[src/rtl/param_sync_fifo.sv]
// Single-clock FIFO with level flags, sticky error flags and a registered or first-word-fall-through read port.
// Read latency: 1 edge (FWFT=0) or 0 (FWFT=1). A write at full is accepted only alongside an accepted read; otherwise it is dropped and flagged.
module param_sync_fifo #(
  parameter int DATA_W   = 8,
  parameter int DEPTH    = 16,
  parameter int AF_LEVEL = DEPTH - 2,
  parameter int AE_LEVEL = 2,
  parameter int FWFT     = 0
) (
  input  logic                     clk,
  input  logic                     reset,
  input  logic [DATA_W-1:0]        d_in,
  input  logic                     w_en,
  input  logic                     r_en,
  input  logic                     err_clr,
  output logic [DATA_W-1:0]        d_out,
  output logic                     f_full_flag,
  output logic                     f_half_full_flag,
  output logic                     f_empty_flag,
  output logic                     f_almost_full_flag,
  output logic                     f_almost_empty_flag,
  output logic [$clog2(DEPTH):0]   f_count,
  output logic                     f_overflow,
  output logic                     f_underflow
);

  localparam int AW = $clog2(DEPTH);
  localparam int CW = AW + 1;

  localparam logic [CW-1:0] DEPTH_C = CW'(DEPTH);
  localparam logic [CW-1:0] HALF_C  = CW'(DEPTH / 2);
  localparam logic [CW-1:0] AF_C    = CW'(AF_LEVEL);
  localparam logic [CW-1:0] AE_C    = CW'(AE_LEVEL);

  logic [DATA_W-1:0] mem [DEPTH];
  logic [AW-1:0]     wr_ptr;
  logic [AW-1:0]     rd_ptr;
  logic [CW-1:0]     count;
  logic              rd_acc;
  logic              wr_acc;
  logic              wr_drop;
  logic              rd_rej;
  logic              ovf_q;
  logic              unf_q;

  // A read at empty is never accepted, so a same-edge write into an empty FIFO cannot be bypassed.
  always_comb begin
    rd_acc  = r_en && (count != '0);
    wr_acc  = w_en && ((count != DEPTH_C) || rd_acc);
    wr_drop = w_en && !wr_acc;
    rd_rej  = r_en && (count == '0);
  end

  always_ff @(posedge clk or posedge reset) begin
    if (reset) begin
      wr_ptr <= '0;
      rd_ptr <= '0;
      count  <= '0;
    end else begin
      if (wr_acc) wr_ptr <= wr_ptr + 1'b1;
      if (rd_acc) rd_ptr <= rd_ptr + 1'b1;
      case ({wr_acc, rd_acc})
        2'b10:   count <= count + 1'b1;
        2'b01:   count <= count - 1'b1;
        default: count <= count;
      endcase
    end
  end

  always_ff @(posedge clk) begin
    if (wr_acc && !reset) mem[wr_ptr] <= d_in;
  end

  // A fresh error on the clearing edge wins over err_clr.
  always_ff @(posedge clk or posedge reset) begin
    if (reset) begin
      ovf_q <= 1'b0;
      unf_q <= 1'b0;
    end else begin
      if (wr_drop)      ovf_q <= 1'b1;
      else if (err_clr) ovf_q <= 1'b0;
      if (rd_rej)       unf_q <= 1'b1;
      else if (err_clr) unf_q <= 1'b0;
    end
  end

  generate
    if (FWFT == 0) begin : g_reg_read
      logic [DATA_W-1:0] dout_q;
      always_ff @(posedge clk or posedge reset) begin
        if (reset)       dout_q <= '0;
        else if (rd_acc) dout_q <= mem[rd_ptr];
      end
      assign d_out = dout_q;
    end else begin : g_fwft_read
      // last_q remembers the most recently popped word so d_out holds while empty.
      logic [DATA_W-1:0] last_q;
      always_ff @(posedge clk or posedge reset) begin
        if (reset)       last_q <= '0;
        else if (rd_acc) last_q <= mem[rd_ptr];
      end
      assign d_out = (count != '0) ? mem[rd_ptr] : last_q;
    end
  endgenerate

  assign f_count             = count;
  assign f_full_flag         = (count == DEPTH_C);
  assign f_half_full_flag    = (count >= HALF_C);
  assign f_empty_flag        = (count == '0);
  assign f_almost_full_flag  = (count >= AF_C);
  assign f_almost_empty_flag = (count <= AE_C);
  assign f_overflow          = ovf_q;
  assign f_underflow         = unf_q;

endmodule
[config.mk]
export PLATFORM = sky130hd
export DESIGN_NAME = param_sync_fifo
export DESIGN_NICKNAME = d
export VERILOG_FILES = /design/src/rtl/param_sync_fifo.sv
export SDC_FILE = /design/constraint.sdc
export NUM_CORES = 1
export LEC_CHECK = 0
export CORE_MARGIN = 10
export CORE_UTILIZATION = 53
export DETAILED_ROUTE_END_ITERATION = 8
export PLACE_DENSITY_LB_ADDON = 0.12
export SYNTH_ARGS = -nofsm -noshare
export SYNTH_HDL_FRONTEND = slang
export SYNTH_SLANG_ARGS = --single-unit
[constraint.sdc]
create_clock -name clk -period 2.34 [get_ports clk]
set_input_delay 0.702 -clock clk [delete_from_list [all_inputs] [get_ports clk]]
set_output_delay 0.702 -clock clk [all_outputs]
set_load 0.02 [all_outputs]
### After elaboration in Yosys (flattened, before gate mapping)

Memory sizes are Yosys's and may differ from the RTL's. A register that Yosys moved wholly into a read port is not among the register bits.
Cells that the tools add are included.

* bits in registers: 15
* bits in writable memories: 128
* input port bits: 13
* output and inout port bits: 20
* logic and storage cells: 36
* memories kept: 1

* $add $sub $neg: 4
* magnitude comparators: 3
* equal/unequal tests: 4
* muxes and demuxes: 6
* reductions and logical operators: 13

Memories
* mem: depth 16, bits a word 8, rd ports 1, clocked after memory_dff 1, wr ports 1, line 35 `logic [DATA_W-1:0] mem [DEPTH];`

Operators with widths (number)
* $ge 5x4->1 const B: 2
* $pmux 5 s2: 1
* $add 4x1->4 const B: 2
* $reduce_bool 2->1: 3
* $add 5x1->5 const B: 1
* $eq 5x5->1 const B: 1
* $le 5x2->1 const B: 1
* $logic_and 1x1->1: 5
* $logic_not 5->1: 1
* $mux 1: 5
* $ne 5x5->1 const B: 1
* $reduce_bool 5->1: 1
* $sub 5x1->5 const B: 1
* $eq 2x1->1 const B: 1
* $eq 2x2->1 const B: 1
* $logic_not 1->1: 2
* $logic_or 1x1->1: 1

### Longest topological paths before layout

* depth after elaboration: 7
* depth in mapped cells: 10
* depth with buffers taken out: 10

### Worst setup path before layout

Ideal clock, no wire load.

* path type: flip-flop to flip-flop
* from: register count[0], in the netlist f_count[0]
* to: register count[4], in the netlist f_count[4]
* library setup time: 87 ps
* arrival time: 2566 ps
* data required time: 2253 ps
* setup slack: -313 ps
* stages on the path, launching flop included: 10
* path buffers: 0
* clock period less this slack: 2653 ps
* path through: dfrtp_1 nor4_4 and2_4 nor2_2 ha_1 nor2b_1 o21a_1 or2_2 o31a_2 o211ai_1

* word-level cells in the longest chain between the ends: 6
* elaborated cells between the ends (all ways): 11
* classes of those cells: add/sub (2); eq/ne (3); mux (1); reduce/logical (5)

Ends and longest elaborated chain
* start: declaration: line 38 `logic [CW-1:0] count;`
* start signal: assignment: line 63 `2'b10: count <= count + 1'b1;`
* start signal: assignment: line 64 `2'b01: count <= count - 1'b1;`
* start signal: assignment: line 65 `default: count <= count;`
* $reduce_bool 5->1: line 48 `rd_acc = r_en && (count != '0);`
* $logic_and 1x1->1: line 48
* $logic_or 1x1->1: line 49 `wr_acc = w_en && ((count != DEPTH_C) || rd_acc);`
* $logic_and 1x1->1: line 49
* $eq 2x1->1 or $eq 2x2->1 (tied branches): line 62 `case ({wr_acc, rd_acc})`
* $pmux 5 s2 or $reduce_bool 2->1 (tied branches)

Parallel ways exist; a longest one is shown, timed or not.
A chain may end at the register's enable or synchronous reset.

### Worst setup path in the final report

* from: register count[2], in the netlist f_count[2]
* to: output f_count[2]

RTL lines
* end: declaration: line 22 `output logic [$clog2(DEPTH):0] f_count,`

No word-level cell between the ends.

==> results_dict.tcl <==
set metrics [dict create \
    status "completed" \
    maxSlewViolCount 0 \
    drt_iter0_drc 236 \
    hpwlAfterDp_um 8152 \
    post-place-ws_ns -0.5941 \
    synth_area_per_cell_sq_um 19.01 \
    rr_endpoint "f_count[4]$_DFFE_PP0P_" \
    route.vias.total 3204 \
    htreeDepth 4 \
    first_global_vias 3318 \
    critPathMaxFanout 5 \
    portBuffers 32 \
    whs_path_depth 1 \
    routed_wl_um 12200 \
    antenna_cells 0 \
    ys_async_sr_fraction 0.1523 \
    initial_core_util 0.5372 \
    vias_per_cell 5.711 \
    flow.area_growth_from_synthesis_pct 23.45 \
    grtUsageTotal 0.1582 \
    cts.clk_slew.worst_paths_ns 0.06 \
    clock_skew_ns 0.006664 \
    reg2reg_slack_ns 0.09 \
    yosys.area.top_type "edfxtp_1" \
    setup_violations 0 \
    fill_cells 793 \
    timing.rr.start "f_count[0]$_DFFE_PP0P_" \
    power.leakage_nw 2.645 \
    instances_no_fill 561 \
    wl_per_cell_um 21.75 \
    r2r_cells 9 \
    grt_pass1_wl_um 19150 \
    drive_gt1_frac 0.3397 \
    crit_arrival_ns 1.57 \
    finalHoldViolCount 0 \
    tritoncts "done" \
    gp_congestion 0.7519 \
    seq_area_frac_synth 0.7266 \
    critPathLaunchType "flip-flop" \
    hold_buffers 0 \
    postSynthCellCount 320 \
    yosys_most_used_dff "edfxtp_1" \
    cts_buffers 17 \
    grt_max_degree 24 \
    worstPathRequired_ns 1.64 \
    synthTopCellsByCount "edfxtp_1, mux4_2, dfrtp_1" \
    fmax_mhz 440.0 \
    fp.dieW_um 127.1 \
    antenna_left 0 \
    worstMarginPinSlew_ns 0.6333 \
    yosysMostFrequentCell "edfxtp_1" \
    root_buffer "clkbuf_16" \
    p_total_mw 9.093 \
    min_path_type "flip-flop to flip-flop" \
    rows 39 \
    post-route-util 0.6632 \
    drc_errors 0 \
    holdPathEnd "f_overflow$_DFFE_PP0P_" \
    crit_start "f_count[2]$_DFFE_PP0P_" \
    worstSetupPathType "flip-flop to primary output" \
    dr.pass1.iters 4 \
    yosys.cell_types.count 42 \
    synth_edf_count 128 \
    yosys_register_bits 151 \
    worstSkewPairLatency_ns 0.42 \
    maxSlewHeadroom 0.5778 \
    min_from "f_overflow$_DFFE_PP0P_" \
    grt-ovfl-total 0 \
    maxCapViolCount 0 \
    vdd_ir_drop_max_uv 897.4 \
    clkSinkCount 151 \
    rsz0062_at_grt "yes" \
    synth_fp_nets 342 \
    synthTopCellsByArea "edfxtp_1, mux4_2, dfrtp_1" \
    antenna_found_initial 0 \
    dp_cells 524 \
    yosys.area.top_type_share 0.6320 \
    num_io_pins 33 \
    fin_nets 427 \
    power_density_mw_per_mm2 1211 \
    end_kind "primary output" \
    clock_path_buffers 2 \
    die-area_sq_mm 0.01616 \
    layout_setup_ws_ns 0.06752 \
    fin_crit_ns 2.272 \
    final.period_utilization 0.9711 \
    dieHeight_um 127.1 \
    yosysWarnings 0 \
    syn_area_sq_mm 0.006082 \
    core-area_sq_mm 0.01132 \
]
[area by class of cell]
type	instances	area, sq um	area share
clock buffers	23	500.5	0.06666
clock inverters	9	88.84	0.01183
inverters	10	37.54	0.004999
multi-input cells	145	1584	0.2110
flip-flops and latches	151	4424	0.5892
well taps	143	178.9	0.02383
repair buffers	80	694.4	0.09248
[timing repair]
action	in CTS	in global routing
setup endpoints to repair	7	3
gates resized for setup	18	6
pin swaps	7	5
buffers inserted	5	0
[metrics by stage]
step	hold WS (ns)	TNS [ns]	area (sq um)
after global routing	0.5269	-0.06566	7508
final	0.5096	0	7508
after global placement	0.4808	-8.177	6875
after CTS	0.5134	0	7495
after floorplan	0.5003	-0.1247	6106
after detailed placement	0.5005	-8.555	6875
[logic make-up (layout without fill, tap and decap cells)]
kind of cell,Yosys count,in the layout,share of synthesized area
mux,44,44,0.1417
fa+ha+maj,9,9,0.01975
flops,151,151,0.7266
xor+xnor,9,9,0.01296
simple gates,44,44,0.03621
buf+inv,24,122,0.01913
compound gates,39,39,0.04361
[how the worst max path moves through the flow]
stage / to / slack, ns / depth (start not counted)
after detailed placement: f_count[4]$_DFFE_PP0P_ / -0.59 / 9
after global placement: f_count[4]$_DFFE_PP0P_ / -0.57 / 9
after floorplan: f_count[4]$_DFFE_PP0P_ / -0.12 / 9
final: f_count[2] / 0.07 / 2
after global routing: f_count[4]$_DFFE_PP0P_ / -0.07 / 9
after CTS: f_full_flag / 0.002 / 5
[cell usage in the layout (no fill, tap or decap), drive strengths merged, types with 2 or more instances in the layout]
master / n
a21oi: 11
buf: 51
clkbuf: 23
clkdlybuf4s50: 24
clkinv: 5
dfrtp: 23
dlygate4sd2: 4
edfxtp: 128
ha: 8
inv: 12
mux2: 11
mux4: 32
nand2: 11
nand3: 3
nand4: 2
nor2: 19
o211ai: 3
o21a: 2
o22ai: 16
or2: 3
xnor2: 8
[flip-flops by register name (all words and copies together), names as in the netlist]
register / cells
rd_ptr: 4
f_underflow: 1
wr_ptr: 4
mem: 128
f_overflow: 1
f_count: 5
d_out: 8
[critical path, cell delays in order (launching register included)]
cell and delay [ns]:
dfrtp_2 0.38, buf_4 0.16, clkdlybuf4s50_1 0.61
[power breakdown]
| part | total (mW) | switching [mW] | internal [mW] |
|---|---|---|---|
| Clock | 2.67 | 1.05 | 1.62 |
| Combinational | 2.88 | 1.35 | 1.52 |
| Sequential | 3.55 | 0.300 | 3.25 |
[per-layer routing]
metal,track usage,up-vias,part of all wire
met2,0.2461,82,0.49
met4,0.07033,0,0.020
met3,0.04673,19,0.053
li1,-,1451,-
met5,0,-,0
met1,0.2024,1652,0.43
Note: power is estimated with default switching activity, not from simulation.
